**src/rtl/ovl_window_wrapped.sv**
```systemverilog
// Window checker: test_expr must first assert between min_cks and max_cks cycles after start_event.
// Optional build macro OVL_WINDOW_STICKY_EN makes err_early/err_late hold until rst.
module ovl_window_wrapped #(
  parameter int NUM_CKS_WIDTH = 3,
  parameter int NUM_CKS_MAX   = 7
) (
  input  logic                     clk,
  input  logic                     rst,
  input  logic                     enable,
  input  logic [NUM_CKS_WIDTH-1:0] min_cks,
  input  logic [NUM_CKS_WIDTH-1:0] max_cks,
  input  logic                     start_event,
  input  logic                     test_expr,
  input  logic                     prevConfigInvalid,
  output logic                     out,
  output logic                     err_early,
  output logic                     err_late,
  output logic                     cfg_err,
  output logic                     busy
);

  localparam logic [NUM_CKS_WIDTH-1:0] CNT_ONE = {{(NUM_CKS_WIDTH-1){1'b0}}, 1'b1};

  typedef enum logic {S_IDLE, S_WINDOW} state_t;

  state_t                   r_state;
  logic [NUM_CKS_WIDTH-1:0] r_cnt;
  logic [NUM_CKS_WIDTH-1:0] r_min;
  logic [NUM_CKS_WIDTH-1:0] r_max;
  logic                     r_early;
  logic                     r_late;
  logic                     r_cfg_err;

  // Bounds above NUM_CKS_MAX cannot occur when the parameters agree; kept as a guard.
  logic w_cfg_bad;
  assign w_cfg_bad = (max_cks == '0) || (min_cks > max_cks) ||
                     ({{(32-NUM_CKS_WIDTH){1'b0}}, max_cks} > NUM_CKS_MAX);

  always_ff @(posedge clk) begin
    if (rst) begin
      r_state   <= S_IDLE;
      r_cnt     <= '0;
      r_min     <= '0;
      r_max     <= '0;
      r_early   <= 1'b0;
      r_late    <= 1'b0;
      r_cfg_err <= 1'b0;
    end else begin
`ifdef OVL_WINDOW_STICKY_EN
      r_early <= r_early;
      r_late  <= r_late;
`else
      r_early <= 1'b0;
      r_late  <= 1'b0;
`endif
      case (r_state)
        S_IDLE: begin
          if (enable && start_event) begin
            r_min <= min_cks;
            r_max <= max_cks;
            r_cnt <= CNT_ONE;
            if (w_cfg_bad) begin
              r_cfg_err <= 1'b1;
            end else begin
              r_cfg_err <= 1'b0;
              r_state   <= S_WINDOW;
            end
          end
        end
        S_WINDOW: begin
          // Disable wins over any evaluation this cycle and closes silently.
          if (!enable) begin
            r_state <= S_IDLE;
          end else if (test_expr) begin
            if (r_cnt < r_min) r_early <= 1'b1;
            r_state <= S_IDLE;
          end else if (r_cnt == r_max) begin
            r_late  <= 1'b1;
            r_state <= S_IDLE;
          end else begin
            r_cnt <= r_cnt + CNT_ONE;
          end
        end
        default: r_state <= S_IDLE;
      endcase
    end
  end

  assign err_early = r_early & ~prevConfigInvalid;
  assign err_late  = r_late  & ~prevConfigInvalid;
  assign out       = (r_early | r_late) & ~prevConfigInvalid;
  assign cfg_err   = r_cfg_err;
  assign busy      = (r_state == S_WINDOW);

endmodule

```
**config.mk**
```make
export PLATFORM = sky130hd
export DESIGN_NAME = ovl_window_wrapped
export DESIGN_NICKNAME = d
export VERILOG_FILES = /design/src/rtl/ovl_window_wrapped.sv
export SDC_FILE = /design/constraint.sdc
export NUM_CORES = 1
export LEC_CHECK = 0
export ABC_AREA = 1
export BUFFER_PORTS_ARGS = -buffer_cell sky130_fd_sc_hd__buf_2
export CAP_MARGIN = 20
export CORE_ASPECT_RATIO = 0.9
export CORE_UTILIZATION = 40
export DETAILED_ROUTE_END_ITERATION = 10
export PLACE_DENSITY_LB_ADDON = 0.08
export SYNTH_ARGS = -nofsm -noshare
export SYNTH_HDL_FRONTEND = slang
export SYNTH_SLANG_ARGS = --single-unit
```
**constraint.sdc**
```tcl
create_clock -name clk -period 2.6 [get_ports clk]
set_input_delay 0.52 -clock clk [delete_from_list [all_inputs] [get_ports clk]]
set_output_delay 0.52 -clock clk [all_outputs]
set_load 0.02 [all_outputs]
```
==> flow_summary_export.csv, run 1 <==
group,metric,value,unit
yosys,yosysWarnings,0,
critical_path,crit_required,2080,ps
critical_path,crit_type,"reg -> out",
clock_network,numCtsBuffers,3,
global_route,grt_pass1_wl,2240,µm
yosys,yosysSeqAreaShare,0.377,
critical_path,reg2reg_slack,1430,ps
place,gp_congestion,0.782,
detailed_routing,wl_per_cell,10.2,µm
floorplan,die-area,1890,µm²
detailed_routing,post_drt_via_cell_ratio,4.62,
yosys,syn_area_per_cell,7.49,µm²
detailed_routing,ant_nets,0,
detailed_routing,totalWireLength,1350,µm
power_and_ir_drop,total_leakage_power,0.388,nW
clock_network,cts_resized,0,
sta,rsz0062_at_grt,"false",
clock_network,cts_sinks,13,
detailed_routing,initialDrtViolationCount,16,
critical_path,setup.worst_path.end_class,"output port",
yosys,syn_area,689,µm²
global_route,grt-ovfl-total,0,
min_path,worstHoldStart,"test_expr",
place,dp_hpwl,1070,µm
clock_network,cts_root_buffer,"clkbuf_4",
sta,tightest_slew,298,ps
critical_path,reg2regPathDepth,5,
critical_path,timing.rr.start,"busy",
sta,slew_violations,0,
floorplan,initial_utilization,0.451,
detailed_routing,drc,0,
clock_network,clkTransAtPathRegs,70,ps
yosys,syn_inst,92,
sta,slew_headroom,0.801,
floorplan,core,1530,µm²
min_path,min_path_type,"in -> reg",
place,place_inst,129,
final_layout,drive_gt1_frac,0.225,
sta,hold_violations,0,
yosys,synthesis.nets,110,
global_route,grt_max_degree,17,
sta,clock_skew,1.23,ps
floorplan,die_x,45.8,µm
final_layout,fin_nets,130,
critical_path,cp-start-kind,"flop",
global_route,antenna_found_initial,0,
critical_path,crit_fanout,2,
final_layout,area_delta_synth_final,18.7,%
place,io_buffers,16,
final_layout,n_antenna_cell,0,
clock_network,cts_hold_buf,0,
min_path,hold_depth,2,
final_layout,fin_cells,133,
min_path,worstHoldEndpoint,"r_late",
clock_network,cts_tree,"built",
critical_path,r2r-end,"busy",
sta,period_minus_slack,1440,ps
clock_network,clk_path_buf_depth,2,
power_and_ir_drop,irDropWorstVdd,0.279,mV
floorplan,die_h,41.4,µm
yosys,synth_cell_type_count,18,
job,cap_violations,0,
sta,finalSetupViolations,0,
clock_network,htreeDepth,1,
floorplan,row_count,13,
sta,totalNegativeSetupSlack,0,ps
detailed_routing,vias,614,
critical_path,cp.arrival,920,ps
sta,post-route-period-util,0.554,
floorplan,ios,17,
detailed_routing,first_pass_iters,3,
yosys,synth_seq_cells,13,
clock_network,post_cts_buffers,0,
sta,fmax,694,MHz
global_route,grt_use_total,0.171,
power_and_ir_drop,power_density,492,nW/µm²
run_status,outcome,"complete, no violations",
global_route,grt_pass1_vias,526,
clock_network,clock_latency,270,ps
## power by group
| group | switching (mW) | leakage [nW] | internal, mW |
|---|---|---|---|
| sequential | 0.00463 | 0.106 | 0.208 |
| clock | 0.0633 | 0.0150 | 0.0595 |
| combinational | 0.0404 | 0.267 | 0.0260 |
## final cells by class
type	count	area, µm²
inverters	15	56.3
well taps	22	27.5
fillers	165	711
multi-input cells	63	368
flip-flops and latches	13	260
clock buffers	4	26.3
repair buffers	16	80.1
## worst max-delay path, stage by stage (launching register included)
cell and delay [ps]:
dfxtp_1 310, inv_1 50, a21oi_1 120, buf_2 170
## through the flow
step / setup WS (ps) / util / power (mW) / hold slack [ps] / cell area (µm²)
after floorplan: 1220 / - / 0.262 / 430 / 689
after global placement: 1130 / 0.518 / 0.284 / 451 / 792
after detailed placement: 1100 / 0.518 / 0.285 / 455 / 792
after CTS: 1150 / 0.535 / 0.406 / 442 / 818
after global routing: 1080 / 0.535 / 0.426 / 455 / 818
final: 1160 / 0.535 / 0.402 / 448 / 818
## cell families after synthesis
kind of cell / count (synthesis) / share of synthesized area
fa+ha+maj: 6 / 0.109
xor+xnor: 2 / 0.0254
simple gates: 32 / 0.223
buf+inv: 16 / 0.0889
compound gates: 23 / 0.176
flops: 13 / 0.377
## worst max-delay path by stage
stage                      start  endpoint  slack [ps]  cells past startpoint
6_report                 r_early       out        1160                      3
2_1_floorplan  prevConfigInvalid       out        1220                      1
3_5_place_dp          max_cks[2]      busy        1100                      8
3_3_place_gp          max_cks[2]      busy        1130                      8
4_1_cts                  r_early       out        1150                      3
5_1_grt                  r_early       out        1080                      3
## per-layer routing
| layer | up-vias | wire, µm | track usage |
|---|---|---|---|
| li1 | 339 | - | - |
| met1 | 265 | 694 | 0.224 |
| met2 | 10 | 588 | 0.275 |
| met3 | 0 | 67 | 0.0647 |
| met4 | 0 | 0 | 0.0221 |
| met5 | - | 0 | 0 |
## cells in the mapped netlist
| cell type | n | share of area |
|---|---|---|
| a21oi_2 | 1 | 0.013 |
| nor2_2 | 1 | 0.0091 |
| nor3_1 | 1 | 0.0073 |
| buf_2 | 1 | 0.0073 |
| xnor2_1 | 2 | 0.025 |
| a21oi_1 | 13 | 0.094 |
| nand2_1 | 15 | 0.082 |
| nand2_4 | 1 | 0.016 |
| nand3_2 | 2 | 0.029 |
| inv_1 | 15 | 0.082 |
| nand3_1 | 4 | 0.029 |
| dfxtp_1 | 13 | 0.38 |
| o21ai_0 | 8 | 0.058 |
| ha_1 | 6 | 0.11 |
| nand2_2 | 1 | 0.0091 |
| o211ai_1 | 1 | 0.011 |
| nor2_1 | 6 | 0.033 |
| nor4_1 | 1 | 0.0091 |
## placed cells by master, fill, tap and decap left out, types with 3 or more instances in the layout
cell type and instances:
ha_1 6, o21ai_0 8, buf_2 16, inv_1 15
nand2_1 15, nor2_1 6, nand3_1 4, dfxtp_1 13
clkbuf_4 3, a21oi_1 13
## registers in the layout, summed over array words and instances, names as in the netlist
name,cells
busy,1
r_early,1
r_max,3
r_min,3
cfg_err,1
r_late,1
r_cnt,3
Power figures use the tool's default switching activity.
==> run 2: changes to the inputs <==
--- a/config.mk
+++ b/config.mk
@@ -5,7 +5,7 @@
 export SDC_FILE = /design/constraint.sdc
 export NUM_CORES = 1
 export LEC_CHECK = 0
-export ABC_AREA = 1
+export ABC_AREA = 0
 export BUFFER_PORTS_ARGS = -buffer_cell sky130_fd_sc_hd__buf_2
 export CAP_MARGIN = 20
 export CORE_ASPECT_RATIO = 0.9
==> constraint.sdc (replaced) <==
create_clock -name clk -period 1.3 [get_ports clk]
set_input_delay 0.26 -clock clk [delete_from_list [all_inputs] [get_ports clk]]
set_output_delay 0.26 -clock clk [all_outputs]
set_load 0.02 [all_outputs]
==> flow_summary_export.csv, run 2 <==
group,metric,value,unit
run_status,outcome,"finished, violations left",
run_status,violations,"negative setup slack",
clock_network,clock_latency,280,ps
final_layout,drive_gt1_frac,0.421,
final_layout,final_cell_mix,"nand2_1, buf_2, a21oi_1, buf_4, inv_1",
final_layout,fillers,153,
yosys,yosysSeqAreaShare,0.382,
sta,slew_violations,0,
global_route,grt_max_degree,13,
sta,tightest_slew,276,ps
sta,clock_skew,3.39,ps
yosys,yosysWarnings,0,
critical_path,reg2regPathDepth,5,
sta,slew_headroom,0.815,
floorplan,die-area,1870,µm²
detailed_routing,totalWireLength,1480,µm
critical_path,crit_fanout,2,
yosys,synth_cell_type_count,29,
clock_network,cts_root_buffer,"clkbuf_4",
final_layout,multi_input_area,467,µm²
final_layout,n_antenna_cell,0,
clock_network,htreeDepth,1,
place,dp_hpwl,1080,µm
yosys,synth_area_leaders,"dfxtp_1, ha_1, nand2_1",
clock_network,cts_hold_buf,0,
critical_path,crit_type,"reg -> out",
sta,finalSetupViolations,1,
detailed_routing,drc,0,
yosys,synth_most_common_cell,"nand2_1",
critical_path,cp-start-kind,"flop",
floorplan,initial_utilization,0.451,
floorplan,die_h,41.2,µm
detailed_routing,first_pass_iters,4,
detailed_routing,vias,635,
critical_path,timing.rr.start,"r_cnt[1]",
critical_path,crit_required,1040,ps
power_and_ir_drop,power_density,844,nW/µm²
clock_network,numCtsBuffers,3,
floorplan,ios,17,
yosys,ys.flop_type,"dfxtp_1",
sta,period_minus_slack,1330,ps
yosys,synth_edf_count,0,
final_layout,final_core_util,0.641,
clock_network,cts_tree,"built",
global_route,grt_pass1_vias,467,
yosys,syn_area,682,µm²
place,place_ws,-21.0,ps
place,io_buffers,16,
final_layout,largestRegisters,"r_cnt (3), r_max (3), r_min (3)",
yosys,synthArstFlopShare,0,
floorplan,core,1510,µm²
clock_network,cts_sinks,13,
yosys,syn_inst,80,
min_path,worstHoldEndpoint,"r_late",
power_and_ir_drop,total_leakage_power,0.441,nW
critical_path,cp.arrival,1070,ps
global_route,grt_use_total,0.167,
yosys,synth_top_area_share,0.382,
sta,setup_ws,-34.5,ps
yosys,yosysTopAreaCell,"dfxtp_1",
critical_path,reg2reg_slack,40,ps
sta,post-route-period-util,1.03,
yosys,synth_seq_cells,13,
detailed_routing,ant_nets,0,
final_layout,fin_nets,126,
final_layout,regArea,277,µm²
detailed_routing,wl_per_cell,11.5,µm
power_and_ir_drop,irDropWorstVdd,0.620,mV
detailed_routing,initialDrtViolationCount,17,
power_and_ir_drop,power.total,0.818,mW
critical_path,startpoint,"r_late",
sta,fmax,749,MHz
min_path,worstHoldStart,"test_expr",
final_layout,area_delta_synth_final,42.2,%
yosys,synthesis.nets,98,
global_route,grt-ovfl-total,0,
sta,rsz0062_at_grt,"true",
sta,hold_violations,0,
global_route,grt_pass1_wl,2100,µm
job,cap_violations,0,
global_route,antenna_found_initial,0,
critical_path,setup.worst_path.end_class,"output port",
floorplan,die_x,45.5,µm
clock_network,clk_path_buf_depth,2,
yosys,synthTopCellsByCount,"nand2_1, dfxtp_1, a21oi_1",
yosys,syn_area_per_cell,8.52,µm²
min_path,hold_depth,2,
floorplan,row_count,13,
place,gp_congestion,0.782,
clock_network,clkTransAtPathRegs,80,ps
detailed_routing,post_drt_via_cell_ratio,4.92,
min_path,min_path_type,"in -> reg",
critical_path,r2r-end,"r_cnt[0]",
==> run 2: cell count changes in the layout (fill, tap and decap cells not counted), sizes merged, moves of 2 or more <==
cell,before,now
a21o,0,2
a21oi,14,9
buf,16,24
inv,15,7
nand2,17,15
nand3,6,2
nand3b,0,2
nor2,7,2
nor2b,0,2
o21ai,8,2
xnor2,2,0
xor2,0,3
==> run 2: cell families (layout without fill, tap and decap cells) <==
logic type / count (synthesis) / in the layout / synth area share
flip-flops: 13 / 13 / 0.382
buffers and inverters: 8 / 35 / 0.0440
XOR/XNOR: 3 / 3 / 0.0496
AO/OA/AOI/OAI: 18 / 18 / 0.171
adder cells (fa/ha/maj): 6 / 6 / 0.110
AND/OR/NAND/NOR: 32 / 32 / 0.244
==> run 2: timing repair <==
item,CTS,global route
setup buffers,0,0
setup endpoints to repair,4,6
pin swaps,1,7
resized for setup,5,20
==> run 2: power breakdown <==
part           internal (mW)  leakage, nW  switching, mW
Combinational         0.0672        0.316         0.0740
Sequential             0.410        0.110         0.0140
Clock                  0.119       0.0150          0.134
Total                  0.596        0.441          0.222
==> run 2: how the worst max path moves through the flow <==
stage	endpoint	slack, ps	cells after the start
floorplan	r_cnt[1]	4	4
global placement	r_cnt[1]	-0.9	4
detailed placement	r_cnt[2]	-20	4
CTS	out	-50	3
global route	out	-70	3
finish	out	-30	3
==> run 2: metrics by stage <==
step,TNS [ps],instances,hold WS [ps],cell area (µm²)
global route,-119,129,140,970
floorplan,0,80,337,683
global placement,-0.905,125,449,847
finish,-34.5,129,157,970
detailed placement,-41.0,125,450,847
CTS,-63.6,129,148,891
==> run 2: worst max-delay path: stages, from the launching register on <==
cell	delay [ps]
dfxtp_1	310
nor2b_4	120
or2_4	240
buf_6	130
==> run 2: area by class of cell <==
class / instances / share of cell area
multi-input cells: 59 / 0.481
clock buffers: 4 / 0.0271
flip-flops and latches: 13 / 0.285
repair buffers: 24 / 0.151
well taps: 22 / 0.0284
inverters: 7 / 0.0271
==> run 2: metal layers <==
layer / up-vias / part of all wire / track usage
met5: - / 0 / 0
met4: 0 / 0.0041 / 0.0227
met3: 2 / 0.066 / 0.0661
met2: 17 / 0.48 / 0.264
met1: 284 / 0.45 / 0.219
li1: 332 / - / -
==> run 3: changes to the inputs <==
--- a/config.mk
+++ b/config.mk
@@ -8,8 +8,10 @@
 export ABC_AREA = 0
 export BUFFER_PORTS_ARGS = -buffer_cell sky130_fd_sc_hd__buf_2
 export CAP_MARGIN = 20
+export CELL_PAD_IN_SITES_DETAIL_PLACEMENT = 2
+export CELL_PAD_IN_SITES_GLOBAL_PLACEMENT = 2
 export CORE_ASPECT_RATIO = 0.9
-export CORE_UTILIZATION = 40
+export CORE_UTILIZATION = 26
 export DETAILED_ROUTE_END_ITERATION = 10
 export PLACE_DENSITY_LB_ADDON = 0.08
 export SYNTH_ARGS = -nofsm -noshare
==> flow_summary_export.csv, run 3 (synthesized netlist as in run 2, its figures left out) <==
group,metric,value,unit
run_status,outcome,"finished, violations left",
run_status,violations,"negative setup slack",
place,place_inst,133,
power_and_ir_drop,irDropWorstVdd,0.407,mV
min_path,min_path_type,"in -> reg",
detailed_routing,post_drt_via_cell_ratio,4.88,
final_layout,fin_nets,129,
clock_network,clk_path_buf_depth,2,
sta,period_minus_slack,1350,ps
critical_path,crit_type,"reg -> out",
sta,totalNegativeSetupSlack,-72.1,ps
detailed_routing,drc,0,
power_and_ir_drop,switching_share,0.288,
final_layout,stdcell_area,998,µm²
detailed_routing,vias,674,
floorplan,row_count,17,
sta,setup_ws,-51.4,ps
sta,slew_violations,0,
final_layout,fin_cells,138,
floorplan,die_h,50.6,µm
sta,fmax,740,MHz
sta,slew_headroom,0.776,
power_and_ir_drop,power_frac_comb,0.185,
sta,clock_skew,7.93,ps
clock_network,cts_sinks,13,
global_route,grt_use_total,0.164,
detailed_routing,wl_per_cell,14.7,µm
critical_path,cp.arrival,1090,ps
critical_path,crit_fanout,2,
place,gp_congestion,0.650,
final_layout,largestRegisters,"r_cnt (3), r_max (3), r_min (3)",
critical_path,cp-start-kind,"flop",
power_and_ir_drop,power_density,852,nW/µm²
clock_network,clkTransAtPathRegs,90,ps
critical_path,crit_slowest_cell,"dfxtp_1",
power_and_ir_drop,p_seq_frac,0.502,
floorplan,initial_utilization,0.276,
critical_path,max_stage_delay,310,ps
critical_path,path_delay_family,"simple AND/OR/NAND/NOR gates",
critical_path,setup.worst_path.end_class,"output port",
detailed_routing,initialDrtViolationCount,3,
sta,hold_ws,166,ps
sta,rsz0062_at_grt,"true",
place,dp_hpwl,1550,µm
global_route,antenna_found_initial,0,
critical_path,crit_required,1040,ps
final_layout,area_delta_synth_final,46.4,%
power_and_ir_drop,power.switching,0.244,mW
final_layout,final_cell_mix,"nand2_1, buf_2, buf_4, dfxtp_2",
place,io_buffers,16,
clock_network,cts_root_buffer,"clkbuf_4",
clock_network,numCtsBuffers,3,
power_and_ir_drop,p_int,0.606,mW
floorplan,core,2470,µm²
global_route,grt_pass1_vias,725,
floorplan,die_x,56.0,µm
sta,finalSetupViolations,2,
sta,tightest_slew,336,ps
floorplan,ios,17,
power_and_ir_drop,total_leakage_power,0.456,nW
detailed_routing,totalWireLength,2020,µm
global_route,grt_max_degree,13,
place,place_ws,-136,ps
sta,post-route-period-util,1.04,
critical_path,cp_cell_sequence,"nor2b_4 > or2_4 > buf_6",
power_and_ir_drop,p_clk_frac,0.313,
floorplan,die-area,2830,µm²
clock_network,cts_tree,"built",
job,cap_violations,0,
final_layout,n_antenna_cell,0,
clock_network,htreeDepth,1,
detailed_routing,ant_nets,0,
critical_path,critical_path_buf_inv_count,1,
global_route,grt-ovfl-total,0,
final_layout,drive_gt1_frac,0.473,
global_route,grt_pass1_wl,3440,µm
place,place_area,870,µm²
clock_network,clock_latency,290,ps
sta,hold_violations,0,
detailed_routing,first_pass_iters,4,
-- run 3: repair_timing --
action	CTS	global route
hold endpoints to repair	0	0
hold buffers	0	0
endpoints found under the setup margin	6	7
setup buffers	1	0
gates cloned	0	0
pin swaps	7	1
resized for setup	20	7
-- run 3: layout make-up --
cell class / count / area, µm²
Inverter: 7 / 26.3
Timing Repair Buffer: 27 / 171
Multi-Input combinational cell: 59 / 465
Clock buffer: 4 / 26.3
Tap cell: 28 / 35.0
Sequential cell: 13 / 274
Fill cell: 286 / 1470
-- run 3: path summary, 6_finish.rpt --
check,from,endpoint,slack (ps),depth (start not counted)
worst max register to register,r_max[0],r_cnt[1],-20,4
worst min-delay path,test_expr,r_late,170,2
worst min register to register,r_min[2],r_min[2],460,2
worst max-delay path,r_late,out,-50,3
-- run 3: power groups by stage --
stage / Clock [mW] / Sequential (mW) / Combinational, mW
2_1_floorplan: 0 / 0.438 / 0.0667
3_3_place_gp: 0 / 0.433 / 0.140
4_1_cts: 0.290 / 0.427 / 0.154
6_report: 0.266 / 0.426 / 0.158
5_1_grt: 0.299 / 0.429 / 0.177
3_5_place_dp: 0 / 0.434 / 0.146
-- run 3: stage by stage --
step / power (mW) / utilization
global placement: 0.574 / 0.352
detailed placement: 0.580 / 0.352
global route: 0.905 / 0.405
floorplan: 0.505 / -
CTS: 0.871 / 0.395
finish: 0.850 / 0.405
-- run 3: per-layer routing --
layer	global-route usage	share of wire
met1	0.189	0.45
met2	0.284	0.49
met3	0.0593	0.044
met4	0.0488	0.011
met5	0	0
